===== config.mk =====
export PLATFORM = sky130hd
export DESIGN_NAME = fetch_halt_ctrl
export DESIGN_NICKNAME = d
export VERILOG_FILES = /design/src/rtl/fetch_halt_ctrl.sv
export SDC_FILE = /design/constraint.sdc
export NUM_CORES = 1
export LEC_CHECK = 0
export ABC_AREA = 0
export CORE_MARGIN = 3
export CORE_UTILIZATION = 56
export DETAILED_ROUTE_END_ITERATION = 6
export DONT_BUFFER_PORTS = 1
export HOLD_SLACK_MARGIN = 0.12
export PLACE_DENSITY = 0.71
export SLEW_MARGIN = 20
export SYNTH_ARGS = -nofsm -noshare
export SYNTH_HDL_FRONTEND = slang
export SYNTH_SLANG_ARGS = --single-unit

===== constraint.sdc =====
create_clock -name clk -period 5.5 [get_ports clk]
set_input_delay 1.375 -clock clk [delete_from_list [all_inputs] [get_ports clk]]
set_output_delay 1.375 -clock clk [all_outputs]
set_load 0.02 [all_outputs]

===== src/rtl/fetch_halt_ctrl.sv =====
// rtl/fetch_halt_ctrl.sv - IF stage PC / IF-ID register with HLT drain-and-freeze control
module fetch_halt_ctrl (
    input  logic        clk,
    input  logic        rst_n,
    input  logic [15:0] if_instr,
    input  logic        stall,
    input  logic        branch_taken,
    input  logic [15:0] branch_target,
    output logic [15:0] pc,
    output logic [15:0] id_instr,
    output logic [15:0] id_pc_plus2,
    output logic        id_valid,
    output logic        hlt_found,
    output logic        fetch_halted
);

    localparam logic [3:0]  HLT_OPCODE = 4'hF;
    localparam logic [15:0] PC_RESET   = 16'h0000;

    typedef enum logic [1:0] {
        ST_RUN    = 2'd0,
        ST_DRAIN  = 2'd1,
        ST_HALTED = 2'd2
    } state_t;

    state_t      state_q, state_d;
    logic [15:0] pc_q, pc_d;
    logic [15:0] id_instr_q, id_instr_d;
    logic [15:0] id_pc_plus2_q, id_pc_plus2_d;
    logic        id_valid_q, id_valid_d;
    logic        fetch_halted_q, fetch_halted_d;

    logic [15:0] pc_plus2;
    logic        if_is_hlt;
    logic        id_is_hlt;
    logic        hlt_commit;

    // Modular add: 16'hFFFE wraps to 16'h0000.
    assign pc_plus2  = pc_q + 16'd2;
    assign if_is_hlt = (if_instr[15:12] == HLT_OPCODE);
    assign id_is_hlt = (id_instr_q[15:12] == HLT_OPCODE);

    // HLT commits only when it actually moves from ID into EX.
    assign hlt_commit = (state_q == ST_DRAIN) & id_valid_q & id_is_hlt
                      & ~stall & ~branch_taken;

    always_comb begin
        state_d       = state_q;
        pc_d          = pc_q;
        id_instr_d    = id_instr_q;
        id_pc_plus2_d = id_pc_plus2_q;
        id_valid_d    = id_valid_q;

        unique case (state_q)
            ST_RUN: begin
                if (branch_taken) begin
                    pc_d          = branch_target;
                    id_instr_d    = 16'h0000;
                    id_pc_plus2_d = 16'h0000;
                    id_valid_d    = 1'b0;
                end else if (!stall) begin
                    id_instr_d    = if_instr;
                    id_pc_plus2_d = pc_plus2;
                    id_valid_d    = 1'b1;
                    if (if_is_hlt) begin
                        state_d = ST_DRAIN;
                    end else begin
                        pc_d = pc_plus2;
                    end
                end
            end
            ST_DRAIN: begin
                // The HLT sits in ID; a redirect means it was on the wrong path.
                if (branch_taken) begin
                    pc_d          = branch_target;
                    id_instr_d    = 16'h0000;
                    id_pc_plus2_d = 16'h0000;
                    id_valid_d    = 1'b0;
                    state_d       = ST_RUN;
                end else if (!stall) begin
                    id_instr_d    = 16'h0000;
                    id_pc_plus2_d = 16'h0000;
                    id_valid_d    = 1'b0;
                    state_d       = ST_HALTED;
                end
            end
            ST_HALTED: begin
                id_instr_d    = 16'h0000;
                id_pc_plus2_d = 16'h0000;
                id_valid_d    = 1'b0;
            end
            default: begin
                state_d       = ST_RUN;
                pc_d          = PC_RESET;
                id_instr_d    = 16'h0000;
                id_pc_plus2_d = 16'h0000;
                id_valid_d    = 1'b0;
            end
        endcase

        fetch_halted_d = (state_d == ST_HALTED);
    end

    always_ff @(posedge clk or negedge rst_n) begin
        if (!rst_n) begin
            state_q        <= ST_RUN;
            pc_q           <= PC_RESET;
            id_instr_q     <= 16'h0000;
            id_pc_plus2_q  <= 16'h0000;
            id_valid_q     <= 1'b0;
            fetch_halted_q <= 1'b0;
        end else begin
            state_q        <= state_d;
            pc_q           <= pc_d;
            id_instr_q     <= id_instr_d;
            id_pc_plus2_q  <= id_pc_plus2_d;
            id_valid_q     <= id_valid_d;
            fetch_halted_q <= fetch_halted_d;
        end
    end

    assign pc           = pc_q;
    assign id_instr     = id_instr_q;
    assign id_pc_plus2  = id_pc_plus2_q;
    assign id_valid     = id_valid_q;
    assign hlt_found    = hlt_commit;
    assign fetch_halted = fetch_halted_q;

endmodule


==> impl_metrics.json <==
{
  "core_um2": 4440,
  "async_flop_share_pct": 100,
  "seqPwrFrac_pct": 59.6,
  "hold_depth": 2,
  "insertedDiodeCount": 0,
  "tns_ns": 0,
  "ys_types": 54,
  "clkPwrFrac_pct": 29.4,
  "synth_ff_type": "dfrtp_1",
  "swShare_pct": 31.5,
  "combPwrFrac_pct": 11.0,
  "max-vdd-ir-drop_v": 0.000189,
  "clkSinkCount": 52,
  "cts_tree": "yes",
  "path_class": "input pin to output port",
  "worst_ep_arrival_time_ns": 2.47,
  "fp.dieH_um": 74.6,
  "final_util_pct": 60.9,
  "post-route-period-util_pct": 69.9,
  "final_cell_count_no_fill": 299,
  "antenna_found_initial": 0,
  "first_iter_violations": 177,
  "ant_nets": 0,
  "first_global_vias": 1817,
  "p_int_mw": 0.596,
  "cp_cell_sequence": "or4b_1, nor3_1",
  "hp-class": "flip-flop to flip-flop",
  "h-tree-depth": 2,
  "skew_ns": 0.00617,
  "cts_buffer_depth": 2,
  "fin_hold_ws_ns": 0.634,
  "cts_buffers": 5,
  "clk_pin_slew_ns": 0.09,
  "finalSetupViolCount": 0,
  "dp_hpwl_mm": 4.38,
  "portBuffers": 0,
  "fillers": 389,
  "clk_latency_ns": 0.30,
  "grt_pass1_wl_mm": 9.71,
  "crit_fanout": 16,
  "avgSynthCellArea_um2": 10.3,
  "final_max_slew_viol_count": 0,
  "place_congestion": 0.878,
  "cts_resized": 0,
  "final_common_cell": "dfrtp_1",
  "ys_warn_count": 0,
  "routed_wl_mm": 6.22,
  "hold_viol": 0,
  "setup_slack_ns": 1.66,
  "ctsHoldBuffers": 0,
  "synth_edf_count": 0,
  "critPathBufInv": 0,
  "io_pins": 87,
  "die-area_um2": 5560,
  "wl_per_cell_um": 20.8,
  "grt_start_max_net_pins": 53,
  "endpoint_kind": "output port",
  "cpPeakStageDelay_ns": 0.55,
  "p_sw_mw": 0.274,
  "vias_per_cell": 6.55,
  "worst-path-stages": 2,
  "fmax_mhz": 260,
  "layout-drive-gt1-share_pct": 12.1,
  "synth_seq_area_share_pct": 49.4,
  "rows": 24,
  "synth_seq_cells": 52,
  "fp.dieW_um": 74.6,
  "track_usage_pct": 23.0,
  "fin_crit_ns": 3.84,
  "dp.cells": 291,
  "reg2reg_slack_ns": 3.42,
  "root_buffer": "clkbuf_8",
  "final_cell_mix": "dfrtp_1 (52), nand2_1 (26), o21ai_0 (18)",
  "p_leak_nw": 1.16,
  "worstSetupStartpointType": "input pin",
  "status": "finished clean",
  "nNetsFinal": 283,
  "multi_input_area_um2": 1200,
  "initial_core_util_pct": 59.2,
  "slew_headroom_pct": 50.5,
  "rr_worst_depth": 4,
  "critPathSlowestCell": "or4b_1",
  "route.detailed.drc": 0,
  "maxCapViolations": 0,
  "cts_setup_buffers": 0,
  "drt-pass1-iter-count": 4,
  "post-place-ws_ns": 1.65,
  "grt_setup_unrepaired": "false",
  "syn-num-nets": 293,
  "cp.required_ns": 4.12,
  "synth_area_um2": 2630,
  "crit_family": "simple AND/OR/NAND/NOR gates",
  "p_per_area_nw_per_um2": 322,
  "syn_to_final_growth_pct": 2.76,
  "grt-ovfl-total": 0,
  "tightest_slew_ns": 0.738,
  "register_area_um2": 1300,
  "vias": 1958,
  "syn_inst": 256
}
[path summary, 6_finish.rpt]
path / startpoint / endpoint
setup reg to reg: pc[5] / pc[15]
min in group asynchronous: rst_n / id_pc_plus2[12]
setup / recovery: branch_taken / hlt_found
hold reg to reg: id_pc_plus2[10] / id_pc_plus2[10]
hold / removal: id_pc_plus2[10] / id_pc_plus2[10]
max in group asynchronous: rst_n / pc[2]
[flip-flops by register name, summed over array words and instances (netlist names)]
register / count
id_instr: 16
id_pc_plus2: 16
pc: 16
state_q: 2
fetch_halted: 1
id_valid: 1
[cell usage after synthesis, drive strengths merged (2+ instances only)]
master | n | share of area, %
a22o | 17 | 5.7
nand2 | 27 | 3.9
o31a | 3 | 1.0
clkbuf | 7 | 1.0
nand3 | 3 | 0.76
mux2i | 4 | 1.5
and3 | 2 | 0.52
inv | 5 | 0.71
o31ai | 7 | 2.4
buf | 11 | 3.1
or3 | 2 | 0.48
nor2 | 15 | 2.1
o21a | 2 | 0.57
o21ai | 28 | 6.3
nor4 | 8 | 3.0
xnor2 | 8 | 2.7
nor3 | 8 | 1.5
a21oi | 14 | 2.7
a22oi | 3 | 0.86
dfrtp | 52 | 49
or2 | 2 | 0.57
nor2b | 2 | 0.48
o2bb2ai | 3 | 1.0
nand4 | 5 | 1.4
[through the flow]
step	instance area, um^2	total power, mW
2_1_floorplan	2630	0.591
3_3_place_gp	2600	0.616
3_5_place_dp	2600	0.621
4_1_cts	2710	0.875
5_1_grt	2710	0.909
6_report	2710	0.870
[power groups by stage]
stage | Combinational, mW | Clock (mW) | Sequential, mW
final | 0.0958 | 0.256 | 0.519
after global routing | 0.108 | 0.276 | 0.526
after CTS | 0.0961 | 0.260 | 0.518
after detailed placement | 0.0952 | 0 | 0.526
after global placement | 0.0922 | 0 | 0.524
after floorplan | 0.0874 | 0 | 0.504
[kinds of logic after synthesis]
| logic type | after synthesis | synth area share (%) |
|---|---|---|
| muxes | 5 | 1.95 |
| buffers and inverters | 23 | 4.85 |
| adders and majority gates | 1 | 0.475 |
| AOI/OAI and AO/OA | 87 | 24.0 |
| DFF | 52 | 49.4 |
| xor gates and xnor gates | 9 | 2.99 |
| and+or+nand+nor | 79 | 16.4 |
[layer usage]
layer	vias up	global-route usage, %	wire length [um]
met2	67	34.1	2840
met3	7	7.97	567
met5	-	0	0
li1	925	-	-
met4	0	5.93	67
met1	959	32.5	2750
[cell type report]
class	count	area share (%)
well taps	52	2.41
clock buffers	6	2.68
repair buffers	1	0.278
multi-input cells	181	44.5
flip-flops and latches	52	48.1
inverters	5	0.694
clock inverters	2	1.30
Note: power is estimated with default switching activity, not from simulation.
